--- src/rtl/sampstream_pkg.sv ---
// Shared definitions for the sample-stream arbiter: FSM states, header marker
// and register map.
package sampstream_pkg;

    typedef enum logic [1:0] {
        IDLE = 2'd0,
        HDR  = 2'd1,
        DATA = 2'd2
    } state_t;

    localparam logic [3:0] HDR_MARKER   = 4'hA;

    localparam logic [2:0] REG_EN_LO    = 3'd0;
    localparam logic [2:0] REG_EN_HI    = 3'd1;
    localparam logic [2:0] REG_MAXBURST = 3'd2;
    localparam logic [2:0] REG_STATUS   = 3'd3;
    localparam logic [2:0] REG_BURSTS   = 3'd4;

endpackage

--- src/rtl/sampstream_rr_pick.sv ---
// Combinational round-robin picker: first eligible channel after last_grant,
// searching modulo NUM_CH.
module sampstream_rr_pick #(
    parameter int NUM_CH = 4,
    parameter int CH_W   = (NUM_CH > 1) ? $clog2(NUM_CH) : 1
) (
    input  logic [NUM_CH-1:0] eligible,
    input  logic [CH_W-1:0]   last_grant,
    output logic              any,
    output logic [CH_W-1:0]   pick
);

    int unsigned idx;

    always_comb begin
        any  = 1'b0;
        pick = last_grant;
        idx  = 0;
        // k runs 1..NUM_CH so last_grant itself is tried last.
        for (int unsigned k = 1; k <= NUM_CH; k++) begin
            idx = (int'(last_grant) + k) % NUM_CH;
            if (!any && eligible[idx]) begin
                any  = 1'b1;
                pick = CH_W'(idx);
            end
        end
    end

endmodule

--- src/rtl/sampstream_arbiter.sv ---
// Round-robin merge of NUM_CH sampleq streams into one host stream of
// header-prefixed, fixed-length bursts, with a small Wishbone register bank.
module sampstream_arbiter
    import sampstream_pkg::*;
#(
    parameter int NUM_CH = 4,
    parameter int CH_W   = (NUM_CH > 1) ? $clog2(NUM_CH) : 1
) (
    input  logic                 clk,
    input  logic                 rst,
    input  logic [NUM_CH*32-1:0] in_data,
    input  logic [NUM_CH*8-1:0]  in_count,
    input  logic [NUM_CH-1:0]    in_avail,
    output logic [NUM_CH-1:0]    in_pull,
    output logic [31:0]          out_data,
    output logic                 out_avail,
    input  logic                 out_pull,
    input  logic                 wb_stb_i,
    input  logic                 wb_cyc_i,
    input  logic                 wb_we_i,
    input  logic [15:0]          wb_adr_i,
    input  logic [7:0]           wb_dat_i,
    output logic [7:0]           wb_dat_o,
    output logic                 wb_ack_o
);

    state_t            state;
    logic [CH_W-1:0]   grant;
    logic [CH_W-1:0]   last_grant;
    logic [7:0]        remaining;
    logic [7:0]        max_burst;
    logic [NUM_CH-1:0] enable_mask;
    logic [31:0]       burst_counter;

    logic [NUM_CH-1:0] eligible;
    logic              any;
    logic [CH_W-1:0]   pick;
    logic [7:0]        pick_count;
    logic              grant_avail;
    logic [31:0]       grant_data;
    logic [15:0]       enable_full;
    logic              wr;
    logic              unused_adr;

    assign wr         = wb_cyc_i && wb_stb_i && wb_we_i;
    assign wb_ack_o   = 1'b1;
    assign unused_adr = ^wb_adr_i[15:3];

    always_comb begin
        for (int unsigned i = 0; i < NUM_CH; i++) begin
            eligible[i] = enable_mask[i] && in_avail[i] &&
                          (in_count[8*i +: 8] != 8'd0) && (max_burst != 8'd0);
        end
        pick_count  = in_count[8*int'(pick) +: 8];
        grant_avail = in_avail[grant];
        grant_data  = in_data[32*int'(grant) +: 32];
    end

    sampstream_rr_pick #(
        .NUM_CH (NUM_CH),
        .CH_W   (CH_W)
    ) u_pick (
        .eligible   (eligible),
        .last_grant (last_grant),
        .any        (any),
        .pick       (pick)
    );

    // Outputs are decoded from registered state; rst masks the handshake so the
    // sampleq sees no pull on the edge where reset is taken.
    always_comb begin
        out_avail = 1'b0;
        out_data  = '0;
        in_pull   = '0;
        case (state)
            HDR: begin
                out_avail = 1'b1;
                out_data  = {HDR_MARKER, 4'(grant), 16'h0000, remaining};
            end
            DATA: begin
                out_avail      = grant_avail;
                out_data       = grant_data;
                in_pull[grant] = out_pull && grant_avail;
            end
            default: ;
        endcase
        if (rst) begin
            out_avail = 1'b0;
            in_pull   = '0;
        end
    end

    always_ff @(posedge clk) begin
        if (rst) begin
            state         <= IDLE;
            grant         <= '0;
            last_grant    <= CH_W'(NUM_CH - 1);
            remaining     <= '0;
            max_burst     <= 8'd255;
            enable_mask   <= '1;
            burst_counter <= '0;
        end else begin
            case (state)
                IDLE: begin
                    if (any) begin
                        grant     <= pick;
                        remaining <= (pick_count < max_burst) ? pick_count : max_burst;
                        state     <= HDR;
                    end
                end
                HDR: begin
                    if (out_pull) state <= DATA;
                end
                DATA: begin
                    if (grant_avail && out_pull) begin
                        remaining <= remaining - 8'd1;
                        if (remaining == 8'd1) begin
                            last_grant    <= grant;
                            burst_counter <= burst_counter + 32'd1;
                            state         <= IDLE;
                        end
                    end
                end
                default: state <= IDLE;
            endcase

            if (wr) begin
                case (wb_adr_i[2:0])
                    REG_EN_LO: begin
                        for (int unsigned b = 0; b < 8; b++)
                            if (b < NUM_CH) enable_mask[b] <= wb_dat_i[b];
                    end
                    REG_EN_HI: begin
                        for (int unsigned b = 0; b < 8; b++)
                            if (b + 8 < NUM_CH) enable_mask[b+8] <= wb_dat_i[b];
                    end
                    REG_MAXBURST: max_burst <= wb_dat_i;
                    default: ;
                endcase
            end
        end
    end

    always_comb begin
        enable_full              = '0;
        enable_full[NUM_CH-1:0]  = enable_mask;
        case (wb_adr_i[2:0])
            REG_EN_LO:           wb_dat_o = enable_full[7:0];
            REG_EN_HI:           wb_dat_o = enable_full[15:8];
            REG_MAXBURST:        wb_dat_o = max_burst;
            REG_STATUS:          wb_dat_o = {state, 2'b00, 4'(grant)};
            REG_BURSTS:          wb_dat_o = burst_counter[7:0];
            REG_BURSTS + 3'd1:   wb_dat_o = burst_counter[15:8];
            REG_BURSTS + 3'd2:   wb_dat_o = burst_counter[23:16];
            default:             wb_dat_o = burst_counter[31:24];
        endcase
    end

endmodule

--- config.mk ---
export PLATFORM = sky130hd
export DESIGN_NAME = sampstream_arbiter
export DESIGN_NICKNAME = d
export VERILOG_FILES = /design/src/rtl/sampstream_pkg.sv /design/src/rtl/sampstream_rr_pick.sv /design/src/rtl/sampstream_arbiter.sv
export SDC_FILE = /design/constraint.sdc
export NUM_CORES = 1
export LEC_CHECK = 0
export BUFFER_PORTS_ARGS = -buffer_cell sky130_fd_sc_hd__buf_2
export CAP_MARGIN = 20
export CORE_ASPECT_RATIO = 2
export CORE_UTILIZATION = 48
export CTS_BUF_LIST = sky130_fd_sc_hd__clkbuf_8
export DETAILED_ROUTE_END_ITERATION = 7
export PLACE_DENSITY = 0.83
export SLEW_MARGIN = 20
export SYNTH_ARGS = -nofsm -noshare
export SYNTH_HDL_FRONTEND = slang
export SYNTH_HIERARCHICAL = 1
export SYNTH_SLANG_ARGS = --single-unit
export TNS_END_PERCENT = 1
--- constraint.sdc ---
create_clock -name clk -period 4.6 [get_ports clk]
set_input_delay 0.46 -clock clk [delete_from_list [all_inputs] [get_ports clk]]
set_output_delay 0.46 -clock clk [all_outputs]
set_load 0.01 [all_outputs]
==> metrics.yaml <==
worst_hold_path:
  worstHoldStart: "wb_dat_i[7]"
  hp-class: "input pin to flip-flop"
yosys:
  synthArstFlopShare_pct: 0
  yosysSeqAreaShare_pct: 23.97
  syn_inst: 534
  synthMostInstantiatedCell: "dfxtp_1"
  synth_cell_types: 56
  yosysTopAreaCell: "dfxtp_1"
  syn_avg_cell_area_um2: 9.072
  synthesis.nets: 742
  yosys_warnings: 6
  synth_commonest_cells: "dfxtp_1, nand2_1, nor2_1"
  synth_top_area_share_pct: 23.97
  synth_area_leaders: "dfxtp_1, mux4_2, mux2i_1, nand2_1, nor2_1"
  syn-cell-area_um2: 4845
  ys_dominant_reg_cell: "dfxtp_1"
  synth_enable_flop_cells: 0
  ys_seq_elements: 58
global_route:
  antenna_found_initial: 9
  grt_pass1_wl_um: 29140
  grt_overflow: 0
  top_usage_layer: "met2"
  grt_max_degree: 48
  grt_pass1_vias: 5610
  met3_usage_pct: 18.47
  grt_util_met2_pct: 61.35
  met1_usage_pct: 39.51
  grtUsageTotal_pct: 37.81
die:
  fp.dieW_um: 73.04
  die_area_um2: 10520
  num_rows: 51
  ios: 240
  start_util_pct: 49.62
  core_um2: 9763
  die_h_um: 144.1
outcome:
  outcome: "finished clean"
setup_path:
  crit_slowest_cell: "or4_1"
  max_stage_delay_ns: 0.52
  arrival_ns: 4.60
  worstPathCellList: "or4_1 -> nor2_1 -> a211oi_1 -> mux2i_1 -> nor2_1 -> a221o_2 -> mux4_2 -> ha_1 -> and3_1 -> a221o_1 -> a21oi_1 -> o21ai_2 -> mux2i_1 -> a31oi_1"
  cp_top_family: "compound AO/OA/AOI/OAI gates"
  worstPathMaxFanout: 9
  required_ns: 4.83
  worst-path-buf-inv: 0
  cp-end-kind: "flip-flop"
  worstReg2RegStart: "max_burst[0]"
  worstSetupPathType: "flip-flop to flip-flop"
  crit_start: "max_burst[0]"
  cp-start-kind: "flip-flop"
placed_design:
  place.gp.congestion: 0.9983
  placement.io_buffers: 225
  hpwl_um: 15550
power:
  power.total_mw: 1.992
  p_per_area_nw_per_um2: 318.8
  power_leakage_nw: 2.819
  vdd_drop_max_v: 0.0001833
timing:
  finalHoldViolations: 0
  fmax_ghz: 0.2286
  fin_setup_tns_ns: 0
  period_share_pct: 95.09
  rsz0062_at_grt: "false"
  setup_violations: 0
  slew_violations: 0
  min_period_ns: 4.374
  finalClockSkew_ns: 0.01007
  max_slew_margin_pct: 27.38
  worstMarginPinSlew_ns: 1.089
route:
  drtIter0Drc: 628
  drt_first_pass_iters: 7
  vias: 5576
  drc_errors: 0
  avgViaCountPerCell: 6.286
  wire_per_inst_um: 21.83
  ant_nets: 0
  wl_um: 19370
clocking:
  cts-root-buf: "clkbuf_8"
  cts_setup_buffers: 0
  ctsHtreeMaxLevel: 3
  clock_latency_ns: 0.36
  cts_tree: "done"
  path_clk_slew_ns: 0.07
  cts-buffers-inserted: 9
  clockBufferDepth: 2
  cts_sinks: 58
cells_and_area:
  nFillCells: 820
  drive_gt1_share_pct: 39.97
  multi_input_area_um2: 3467
  syn2layout_area_growth_pct: 28.98
  nets: 951
  seqCellArea_um2: 1164
job:
  cap_violations: 0
==> power breakdown <==
| part | switching, mW | total [mW] | internal, mW |
|---|---|---|---|
| clock network | 0.219 | 0.464 | 0.245 |
| registers | 0.0956 | 0.644 | 0.548 |
| logic | 0.477 | 0.884 | 0.407 |
==> through the flow <==
stage	cell area (µm²)	instances	hold slack, ns	worst slack, ns	utilization, %
2_1_floorplan	4845	534	0.4590	0.7894	-
3_3_place_gp	6045	864	0.4953	0.3921	61.91
3_5_place_dp	6045	864	0.5261	0.2452	61.91
4_1_cts	6230	880	0.3231	0.2177	63.81
5_1_grt	6236	882	0.3380	0.09597	63.87
6_report	6248	887	0.3309	0.2259	64.00
==> worst min-delay path: stages <==
cell and delay, ns:
buf_2 0.07, nand2_1 0.04, o211ai_1 0.08
==> flip-flops by register name, indices dropped and copies added, names as in the netlist <==
name           flops
burst_counter     32
enable_mask        4
grant              2
last_grant         2
max_burst          8
remaining          8
state              2
==> cells by family (layout without fill, tap and decap cells) <==
kind of cell               Yosys count  in the layout  share of synthesized area (%)
adders and majority gates           14             14                          3.616
buffers and inverters               55            269                          4.494
other                                1              8                        0.07741
and+or+nand+nor                    212            212                          23.37
DFF                                 58             58                          23.97
muxes                               73             73                          26.73
AOI/OAI and AO/OA                   94             94                          12.86
xor gates and xnor gates            27             27                          4.881
==> metal layers <==
layer  share of wire [%]  vias up
li1                    -     2441
met1                  32     2574
met2                  47      450
met3                  15      105
met4                 5.5        6
met5                0.17        -
==> final cells by class <==
cell class	instances	area share, %
Multi-Input combinational cell	421	55.49
Sequential cell	58	18.62
Timing Repair Buffer	230	18.62
Tap cell	132	2.643
Clock buffer	9	1.982
Inverter	23	1.382
Clock inverter	7	0.9812
Antenna cell	7	0.2803
==> final timing paths <==
check                          end  slack (ns)  cells after the start
setup / recovery      remaining[7]        0.23                     14
hold / removal        max_burst[7]        0.33                      3
setup reg to reg      remaining[7]        0.23                     14
hold reg to reg   burst_counter[6]        0.53                      2
==> cell usage in the layout, fill, tap and decap left out, drive strengths merged, types with 14 or more instances in the layout <==
| cell | count |
|---|---|
| mux4 | 45 |
| ha | 14 |
| and2 | 24 |
| mux2i | 27 |
| buf | 230 |
| dfxtp | 58 |
| xor2 | 19 |
| nand2 | 52 |
| nor2 | 50 |
| inv | 25 |
| o21ai | 20 |
| a21oi | 19 |
| nand3 | 17 |
==> timing repair <==
action / in CTS / in global routing
hold buffers: 0 / 0
endpoints found under the setup margin: 0 / 6
gates resized for setup: 0 / 1
Note: power is estimated with default switching activity, not from simulation.
